<file path="src/rtl/lector_resultados_bcd_if.sv">
// Read-port bundle between the SPI controller and the BCD result reader.
// Signal suffixes are named from the reader's point of view.
interface lector_resultados_bcd_if #(
  parameter int unsigned ADDR_W = 10
) ();
  logic              done_i;
  logic [ADDR_W-1:0] n_i;
  logic [31:0]       dato_i;
  logic [ADDR_W-1:0] rd_addr_o;
  logic              reg_sel_o;
  logic              rd_en_o;

  modport master (
    input  done_i, n_i, dato_i,
    output rd_addr_o, reg_sel_o, rd_en_o
  );

  modport slave (
    output done_i, n_i, dato_i,
    input  rd_addr_o, reg_sel_o, rd_en_o
  );
endinterface

</file>
<file path="src/rtl/lector_resultados_bcd.sv">
// Walks the SPI receive bank after each transfer, converts every byte to three
// BCD digits with a sequential double-dabble and holds each entry for a dwell time.
module lector_resultados_bcd #(
  parameter int unsigned ADDR_W       = 10,
  parameter int unsigned DWELL_CYCLES = 50_000_000,
  parameter int unsigned RD_LAT       = 1
) (
  input  logic                  clk_i,
  input  logic                  reset_n_i,
  lector_resultados_bcd_if.master ctl,
  output logic [11:0]           bcd_o,
  output logic [ADDR_W-1:0]     idx_o,
  output logic                  valido_o,
  output logic                  busy_o
);

  // Shared counter covers both the read-latency wait and the dwell time.
  localparam int unsigned CNT_W = $clog2(DWELL_CYCLES + 2);
  localparam int unsigned SH_W  = 20;

  typedef enum logic [2:0] {
    S_IDLE,
    S_READ,
    S_WAIT,
    S_CONV,
    S_SHOW
  } state_e;

  state_e            state_q, state_d;
  logic [ADDR_W-1:0] n_q, n_d;
  logic [ADDR_W-1:0] index_q, index_d;
  logic [CNT_W-1:0]  cnt_q, cnt_d;
  logic [2:0]        it_q, it_d;
  logic [SH_W-1:0]   sh_q, sh_d;
  logic [ADDR_W-1:0] rd_addr_q, rd_addr_d;
  logic              rd_en_q, rd_en_d;
  logic [11:0]       bcd_q, bcd_d;
  logic [ADDR_W-1:0] idx_q, idx_d;
  logic              valido_q, valido_d;
  logic              busy_q, busy_d;
  logic [SH_W-1:0]   step_c;
  logic              unused_dato_c;

  // One double-dabble iteration: bias digits >= 5 by 3, then shift left.
  function automatic logic [SH_W-1:0] dd_step(input logic [SH_W-1:0] s);
    logic [SH_W-1:0] t;
    t = s;
    for (int d = 0; d < 3; d++) begin
      if (t[8+4*d +: 4] >= 4'd5) t[8+4*d +: 4] = t[8+4*d +: 4] + 4'd3;
    end
    return {t[SH_W-2:0], 1'b0};
  endfunction

  assign step_c        = dd_step(sh_q);
  assign unused_dato_c = ^ctl.dato_i[31:8];

  always_comb begin
    state_d   = state_q;
    n_d       = n_q;
    index_d   = index_q;
    cnt_d     = cnt_q;
    it_d      = it_q;
    sh_d      = sh_q;
    rd_addr_d = rd_addr_q;
    rd_en_d   = 1'b0;
    bcd_d     = bcd_q;
    idx_d     = idx_q;
    valido_d  = valido_q;

    case (state_q)
      S_READ: begin
        cnt_d   = '0;
        state_d = S_WAIT;
      end
      S_WAIT: begin
        if (cnt_q == CNT_W'(RD_LAT - 1)) begin
          sh_d    = {12'd0, ctl.dato_i[7:0]};
          it_d    = 3'd0;
          state_d = S_CONV;
        end else begin
          cnt_d = cnt_q + CNT_W'(1);
        end
      end
      S_CONV: begin
        sh_d = step_c;
        it_d = it_q + 3'd1;
        if (it_q == 3'd7) begin
          bcd_d    = step_c[SH_W-1:8];
          idx_d    = index_q;
          valido_d = 1'b1;
          cnt_d    = '0;
          state_d  = S_SHOW;
        end
      end
      S_SHOW: begin
        if (cnt_q == CNT_W'(DWELL_CYCLES - 1)) begin
          index_d = (index_q == n_q - ADDR_W'(1)) ? '0 : index_q + ADDR_W'(1);
          state_d = S_READ;
        end else begin
          cnt_d = cnt_q + CNT_W'(1);
        end
      end
      default: ;
    endcase

    // A new transfer overrides whatever is in progress, dwell expiry included.
    if (ctl.done_i) begin
      n_d     = ctl.n_i;
      index_d = '0;
      cnt_d   = '0;
      it_d    = 3'd0;
      if (ctl.n_i == '0) begin
        state_d  = S_IDLE;
        bcd_d    = '0;
        idx_d    = '0;
        valido_d = 1'b0;
      end else begin
        state_d = S_READ;
      end
    end

    if (state_d == S_READ) begin
      rd_en_d   = 1'b1;
      rd_addr_d = index_d;
    end
    busy_d = (state_d != S_IDLE);
  end

  always_ff @(posedge clk_i or negedge reset_n_i) begin
    if (!reset_n_i) begin
      state_q   <= S_IDLE;
      n_q       <= '0;
      index_q   <= '0;
      cnt_q     <= '0;
      it_q      <= 3'd0;
      sh_q      <= '0;
      rd_addr_q <= '0;
      rd_en_q   <= 1'b0;
      bcd_q     <= '0;
      idx_q     <= '0;
      valido_q  <= 1'b0;
      busy_q    <= 1'b0;
    end else begin
      state_q   <= state_d;
      n_q       <= n_d;
      index_q   <= index_d;
      cnt_q     <= cnt_d;
      it_q      <= it_d;
      sh_q      <= sh_d;
      rd_addr_q <= rd_addr_d;
      rd_en_q   <= rd_en_d;
      bcd_q     <= bcd_d;
      idx_q     <= idx_d;
      valido_q  <= valido_d;
      busy_q    <= busy_d;
    end
  end

  assign ctl.rd_addr_o = rd_addr_q;
  assign ctl.reg_sel_o = 1'b1;
  assign ctl.rd_en_o   = rd_en_q;
  assign bcd_o         = bcd_q;
  assign idx_o         = idx_q;
  assign valido_o      = valido_q;
  assign busy_o        = busy_q;

endmodule

</file>
<file path="src/flat_wrapper.sv">
// flat-port wrapper written by rule: the top's interface ports become plain ports
module lector_resultados_bcd_flat 
#(
  parameter int unsigned ADDR_W       = 10,
  parameter int unsigned DWELL_CYCLES = 50_000_000,
  parameter int unsigned RD_LAT       = 1
)
  (clk_i, reset_n_i, bcd_o, idx_o, valido_o, busy_o, ctl_done_i, ctl_n_i, ctl_dato_i, ctl_rd_addr_o, ctl_reg_sel_o, ctl_rd_en_o);
  lector_resultados_bcd_if #(.ADDR_W(ADDR_W)) ctl_i ();
  input  logic clk_i;
  input  logic reset_n_i;
  output logic [11:0] bcd_o;
  output logic [ADDR_W-1:0] idx_o;
  output logic valido_o;
  output logic busy_o;
  input wire logic [$bits(ctl_i.done_i)-1:0] ctl_done_i;
  input wire logic [$bits(ctl_i.n_i)-1:0] ctl_n_i;
  input wire logic [$bits(ctl_i.dato_i)-1:0] ctl_dato_i;
  output wire logic [$bits(ctl_i.rd_addr_o)-1:0] ctl_rd_addr_o;
  output wire logic [$bits(ctl_i.reg_sel_o)-1:0] ctl_reg_sel_o;
  output wire logic [$bits(ctl_i.rd_en_o)-1:0] ctl_rd_en_o;
  assign ctl_i.done_i = ctl_done_i;
  assign ctl_i.n_i = ctl_n_i;
  assign ctl_i.dato_i = ctl_dato_i;
  assign ctl_rd_addr_o = ctl_i.rd_addr_o;
  assign ctl_reg_sel_o = ctl_i.reg_sel_o;
  assign ctl_rd_en_o = ctl_i.rd_en_o;
  lector_resultados_bcd #(.ADDR_W(ADDR_W), .DWELL_CYCLES(DWELL_CYCLES), .RD_LAT(RD_LAT)) u_core (.clk_i(clk_i), .reset_n_i(reset_n_i), .ctl(ctl_i), .bcd_o(bcd_o), .idx_o(idx_o), .valido_o(valido_o), .busy_o(busy_o));
endmodule
</file>
<file path="config.mk">
export PLATFORM = sky130hd
export DESIGN_NAME = lector_resultados_bcd_flat
export DESIGN_NICKNAME = d
export VERILOG_FILES = /design/src/rtl/lector_resultados_bcd_if.sv /design/src/rtl/lector_resultados_bcd.sv /design/src/flat_wrapper.sv
export SDC_FILE = /design/constraint.sdc
export NUM_CORES = 1
export LEC_CHECK = 0
export CORE_MARGIN = 8
export CORE_UTILIZATION = 55
export CTS_CLUSTER_SIZE = 28
export DETAILED_ROUTE_END_ITERATION = 16
export PLACE_DENSITY = 0.91
export SKIP_LAST_GASP = 1
export SYNTH_ARGS = -nofsm -noshare
export SYNTH_HDL_FRONTEND = slang
export SYNTH_SLANG_ARGS = --single-unit
</file>
<file path="constraint.sdc">
create_clock -name clk_i -period 6.9 [get_ports clk_i]
set_input_delay 1.38 -clock clk_i [delete_from_list [all_inputs] [get_ports clk_i]]
set_output_delay 1.38 -clock clk_i [all_outputs]
set_load 0.02 [all_outputs]
</file>
# --- Word level (Yosys, flattened, before mapping) ---
# Cells that the tools add are included.
classes:
  n_addsub: 7
  shift: 0
  n_reduce_logical: 9
  div: 0
  bitwise_logic: 0
  mul: 0
  n_mux: 36
  n_eq_ne: 13
  order_cmp: 3
ops:
  columns: ["cell", "count"]
  rows:
  - ["2-to-1 mux 26 bit", 4]
  - ["one-hot mux 26 bit (4 select lines)", 1]
  - ["2-to-1 mux 10 bit", 8]
  - ["2-to-1 mux 12 bit", 4]
  - ["one-hot mux 20 bit (2 select lines)", 1]
  - ["adder 26 x 1 -> 26 bit (second input constant)", 1]
  - ["equality test 26 bit (second input constant)", 1]
  - ["logical NOT 26 bit", 1]
  - ["2-to-1 mux 3 bit", 7]
  - ["2-to-1 mux 20 bit", 1]
  - [">= comparator 4 x 3 -> 1 bit (second input constant)", 3]
  - ["one-hot mux 3 bit (4 select lines)", 1]
  - ["adder 10 x 1 -> 10 bit (second input constant)", 1]
  - ["equality test 10 bit", 1]
  - ["logical NOT 10 bit", 1]
  - ["subtractor 10 x 1 -> 10 bit (second input constant)", 1]
  - ["adder 4 x 2 -> 4 bit (second input constant)", 2]
  - ["2-to-1 mux 4 bit", 2]
  - ["equality test 3 x 1 -> 1 bit (second input constant)", 2]
  - ["equality test 3 x 2 -> 1 bit (second input constant)", 2]
  - ["equality test 3 bit (second input constant)", 2]
  - ["2-to-1 mux 1 bit", 6]
  - ["!= test 3 x 2 -> 1 bit (second input constant)", 2]
  - ["!= test 3 bit (second input constant)", 2]
  - ["other kinds (9)", 11]
word_totals:
  rom_bits: 0
  memories: 0
  inputBits: 45
  ram_bits: 0
  out_inout_bits: 36
  regBits: 107
  latch_bits: 0

# --- Logic depth before layout (Yosys ltp) ---
depth:
  depth_word: 6
  ltp_mapped: 11
  depth_no_buf: 9

# --- Worst setup path after synthesis ---
# No wires, ideal clock.
synth_timing:
  path_kind: "input to register"
  start: "in ctl_done_i"
  end: "reg u_core.rd_addr_q[1], in the netlist u_core.ctl.rd_addr_o[1]"
  required_ns: 6.773
  t_arrival_ns: 2.915
  setup_slack_ns: 3.858
  setup_ns: 0.127
  cell_stages: 9
  n_path_buf: 2
  cell_sequence: "clkbuf_1 nor4b_1 nand2_1 nor4_2 a41oi_4 nand2_2 buf_6 mux2i_1 a31oi_1"
synth_between:
  elab_chain_cells: 2
synth_rtl:
  columns: ["item", "line", "text"]
  rows:
  - ["start, declared", "flat_wrapper.sv:16", "input wire logic [$bits(ctl_i.done_i)-1:0] ctl_done_i;"]
  - ["2-to-1 mux 3 bit", "lector_resultados_bcd.sv:107", "if (ctl.done_i) begin"]
  - ["named net u_core.state_d[0]", "lector_resultados_bcd.sv:29", "state_e state_q, state_d;"]
  - ["equality test 3 x 1 -> 1 bit", "lector_resultados_bcd.sv:122", "if (state_d == S_READ) begin"]
  - ["end signal, assigned", "lector_resultados_bcd.sv:150", "rd_addr_q <= rd_addr_d;"]
  - ["end, declared", "lector_resultados_bcd.sv:35", "logic [ADDR_W-1:0] rd_addr_q, rd_addr_d;"]
# The timed path passes the listed nets, and every way through them passes these cells.
# A chain may end at the register's enable or synchronous reset.

# --- Worst setup path in the final report ---
layout_timing:
  start: "in ctl_done_i"
  end: "reg u_core.cnt_q[2]"
layout_between:
  elab_chain_cells: 2
layout_rtl:
  columns: ["item", "line", "text"]
  rows:
  - ["!= test 3 bit (no line) (tied with other cells)", null, null]
  - ["AND reduction 4 bit (no line)", null, null]
  - ["end signal, assigned", "lector_resultados_bcd.sv:147", "cnt_q <= cnt_d;"]
  - ["end, declared", "lector_resultados_bcd.sv:32", "logic [CNT_W-1:0] cnt_q, cnt_d;"]
# Several ways; a longest one is shown, not always the timed one.

==> results.sh <==
export IMPL_r2r_cells=8
export IMPL_grt_ovfl_total=0
export IMPL_via_per_inst=6.03
export IMPL_p_seq_share_pct=51.2
export IMPL_row_count=37
export IMPL_peakVddDrop_mv=0.151
export IMPL_finalCriticalPeriod_ns=3.79
export IMPL_cap_violations=0
export IMPL_cts_htree_levels=3
export IMPL_status="finished clean"
export IMPL_syn_cell_area_sq_um=5700
export IMPL_grt_pass1_wl_mm=23.5
export IMPL_crit_path_start_kind="input pin"
export IMPL_synth_edf_count=0
export IMPL_yosys_warnings=0
export IMPL_fin_ws_ns=3.11
export IMPL_hold_depth=2
export IMPL_place_inst=775
export IMPL_ys_seq_area_share_pct=47.0
export IMPL_hold_path_end="u_core.ctl.rd_addr_o[7]"
export IMPL_finalSetupViolCount=0
export IMPL_clkPwrFrac_pct=27.2
export IMPL_min_from="u_core.ctl.rd_addr_o[7]"
export IMPL_nets=707
export IMPL_combPwrFrac_pct=21.6
export IMPL_worstPathCellList="clkdlybuf4s50_1, buf_4, nor4_4, nand2b_1, o21ai_0"
export IMPL_skew_ns=0.0148
export IMPL_pin_count=81
export IMPL_async_flop_share_pct=100
export IMPL_p_sw_uw=450
export IMPL_clock_latency_ns=0.39
export IMPL_place_worst_setup_slack_ns=2.78
export IMPL_ctsHoldBuffers=0
export IMPL_dieArea_sq_um=13900
export IMPL_required_ns=7.12
export IMPL_first_iter_violations=463
export IMPL_p_per_area_nw_per_um2=222
export IMPL_drive_gt1_share_pct=7.18
export IMPL_wl_per_cell_um=17.0
export IMPL_synth_seq_cells=107
export IMPL_p_leak_nw=2.67
export IMPL_routed_wl_mm=13.4
export IMPL_initial_core_util_pct=56.0
export IMPL_cts_tree="yes"
export IMPL_slew_headroom_pct=19.7
export IMPL_grt_usage_pct=20.2
export IMPL_drc_errors=0
export IMPL_finalPower_mw=1.44
export IMPL_drtPass1Iterations=5
export IMPL_finalCritPeriodShare_pct=55.0
export IMPL_synth_area_per_cell_sq_um=9.26
export IMPL_grt_max_degree=86
export IMPL_cts_sinks=107
export IMPL_crit_slowest_cell="nor4_4"
export IMPL_slowest_delay_ns=1.06
export IMPL_min_path_type="reg -> reg"
export IMPL_whs_ns=0.482
export IMPL_postLayoutCellArea_sq_um=6510
export IMPL_crit_type="in -> reg"
export IMPL_antenna_cells=0
export IMPL_antenna_found_initial=0
export IMPL_yosys_cell_types_count=60
export IMPL_placed_area_sq_um=6310
export IMPL_max_freq_mhz=264
export IMPL_area_growth_synth_to_final_pct=14.2
export IMPL_tightest_slew_ns=1.19
export IMPL_vias=4773
export IMPL_final_util_pct=63.9
export IMPL_die_x_um=118
export IMPL_worst_ep_arrival_time_ns=4.02
export IMPL_syn_nets=673
export IMPL_rsz0062_at_grt="false"
export IMPL_worst_setup_path_end_kind="flip-flop"
export IMPL_ff2ff_setup_slack_ns=3.37
export IMPL_r2r_start="u_core.cnt_q[0]"
export IMPL_hpwl_mm=9.38
export IMPL_maxSlewViolCount=0
export IMPL_place_gp_congestion=0.894
export IMPL_critPathBufInv=2
export IMPL_p_sw_share_pct=31.1
export IMPL_cts_buffer_depth=2
export IMPL_hold_violations=0
export IMPL_fin_tns_setup_ns=0
export IMPL_antenna_left=0
export IMPL_numPortBuffers=55
export IMPL_cts_resized=0
export IMPL_numCtsBuffers=9
export IMPL_worstReg2RegEnd="u_core.cnt_q[2]"
export IMPL_fin_cells=791
export IMPL_cts_root_buffer="clkbuf_8"
export IMPL_die_h_um=118
export IMPL_netlist_instances=616
export IMPL_fp_coreArea_sq_um=10200
export IMPL_ys_flop_type="dfrtp_1"
export IMPL_worstPathMaxFanout=28
export IMPL_p_int_uw=995
export IMPL_nFillCells=811
export IMPL_cts_reportedPaths_clkPinSlew_ns=0.09
export IMPL_crit_family="simple AND/OR/NAND/NOR gates"
export IMPL_post_cts_buffers=0
export IMPL_grt_pass1_vias=4932
==> power groups by stage <==
stage	Sequential (mW)	Clock (mW)	Combinational [mW]
floorplan	0.744	0	0.213
global placement	0.744	0	0.285
detailed placement	0.750	0	0.311
CTS	0.738	0.399	0.312
global route	0.748	0.424	0.348
finish	0.740	0.393	0.311
==> routing by layer <==
layer | vias up | GRT usage (%) | wire [um]
met5 | - | 0 | 0
met4 | 0 | 10.0 | 459
met2 | 159 | 33.8 | 6680
met3 | 42 | 4.36 | 690
met1 | 2321 | 24.0 | 5580
li1 | 2251 | - | -
==> synthesized netlist by cell type (2+ instances only) <==
cell,n,share of area [%]
dfrtp_1,107,47
nand2_1,96,6.3
nor2_1,58,3.8
o21ai_0,44,3.9
a21oi_1,35,3.1
clkbuf_1,24,1.6
o31ai_1,22,2.9
inv_1,17,1.1
nand3_1,15,1.3
nor3_1,14,1.2
xnor2_1,13,2.0
xor2_1,13,2.0
ha_1,12,2.6
nand4_1,11,1.2
mux2i_1,10,1.8
mux2_2,9,1.8
nor4_1,9,0.99
o22ai_1,9,0.99
nand2b_1,8,0.88
and3_1,7,0.77
nor2b_1,7,0.77
buf_2,6,0.53
and4_1,5,0.77
a211oi_1,4,0.53
nor4_4,4,1.5
a311oi_1,3,0.46
a31oi_1,3,0.33
and2_1,3,0.33
buf_1,3,0.20
nor3b_1,3,0.39
nor4_2,3,0.66
o41ai_1,3,0.46
a21o_1,2,0.26
a221o_1,2,0.35
buf_6,2,0.39
nand3b_1,2,0.26
nor4b_1,2,0.31
o21ai_1,2,0.18
o311ai_0,2,0.31
o31a_1,2,0.31
==> layout by cell type (no fill, tap or decap), types with 3 or more instances in the layout <==
cell	count
a211oi_1	4
a21oi_1	35
a311oi_1	3
a31oi_1	3
and2_1	3
and3_1	7
and4_1	5
buf_4	6
clkbuf_8	10
clkdlybuf4s50_1	54
dfrtp_1	107
ha_1	12
inv_1	17
mux2_2	9
mux2i_1	10
nand2_1	96
nand2b_1	8
nand3_1	15
nand4_1	11
nor2_1	58
nor2b_1	7
nor3_1	14
nor3b_1	3
nor4_1	8
nor4_2	3
nor4_4	5
o21ai_0	44
o22ai_1	9
o31ai_1	22
o41ai_1	3
xnor2_1	13
xor2_1	13
==> kinds of logic after synthesis <==
group	share of synthesized area, %
AO/OA/AOI/OAI	15.5
XOR/XNOR	4.39
adder cells (fa/ha/maj)	2.63
buffers and inverters	4.04
flip-flops	47.0
multiplexers	3.53
other	0.0658
AND/OR/NAND/NOR	22.9
==> worst min-delay path, stage by stage, from the launching register on <==
cell and delay, ns:
dfrtp_1 0.35, nand2_1 0.05, o31ai_1 0.05
==> layout make-up <==
| cell class | count | area, sq um | area share (%) |
|---|---|---|---|
| clock buffers | 10 | 138 | 2.11 |
| repair buffers | 60 | 586 | 9.00 |
| multi-input cells | 455 | 2810 | 43.2 |
| flip-flops and latches | 107 | 2680 | 41.1 |
| well taps | 136 | 170 | 2.61 |
| inverters | 17 | 63.8 | 0.980 |
| clock inverters | 6 | 65.1 | 1.00 |
==> state kept, by name, summed over array words and instances, names as in the netlist, 10 cells and up <==
signal / flops
u_core.idx_o: 10
u_core.bcd_o: 12
u_core.cnt_q: 26
u_core.index_q: 10
u_core.sh_q: 20
u_core.n_q: 10
u_core.ctl.rd_addr_o: 10
==> how the worst max path moves through the flow <==
stage | endpoint | startpoint | slack [ns] | cells past startpoint
floorplan | u_core.ctl.rd_addr_o[1] | ctl_done_i | 3.86 | 9
global placement | u_core.cnt_q[2] | ctl_done_i | 2.80 | 5
detailed placement | u_core.cnt_q[23] | ctl_done_i | 2.78 | 5
CTS | u_core.cnt_q[2] | ctl_done_i | 3.18 | 5
global route | u_core.cnt_q[6] | ctl_done_i | 2.93 | 5
finish | u_core.cnt_q[2] | ctl_done_i | 3.11 | 5
No activity file was read; power rests on OpenSTA's default activity.
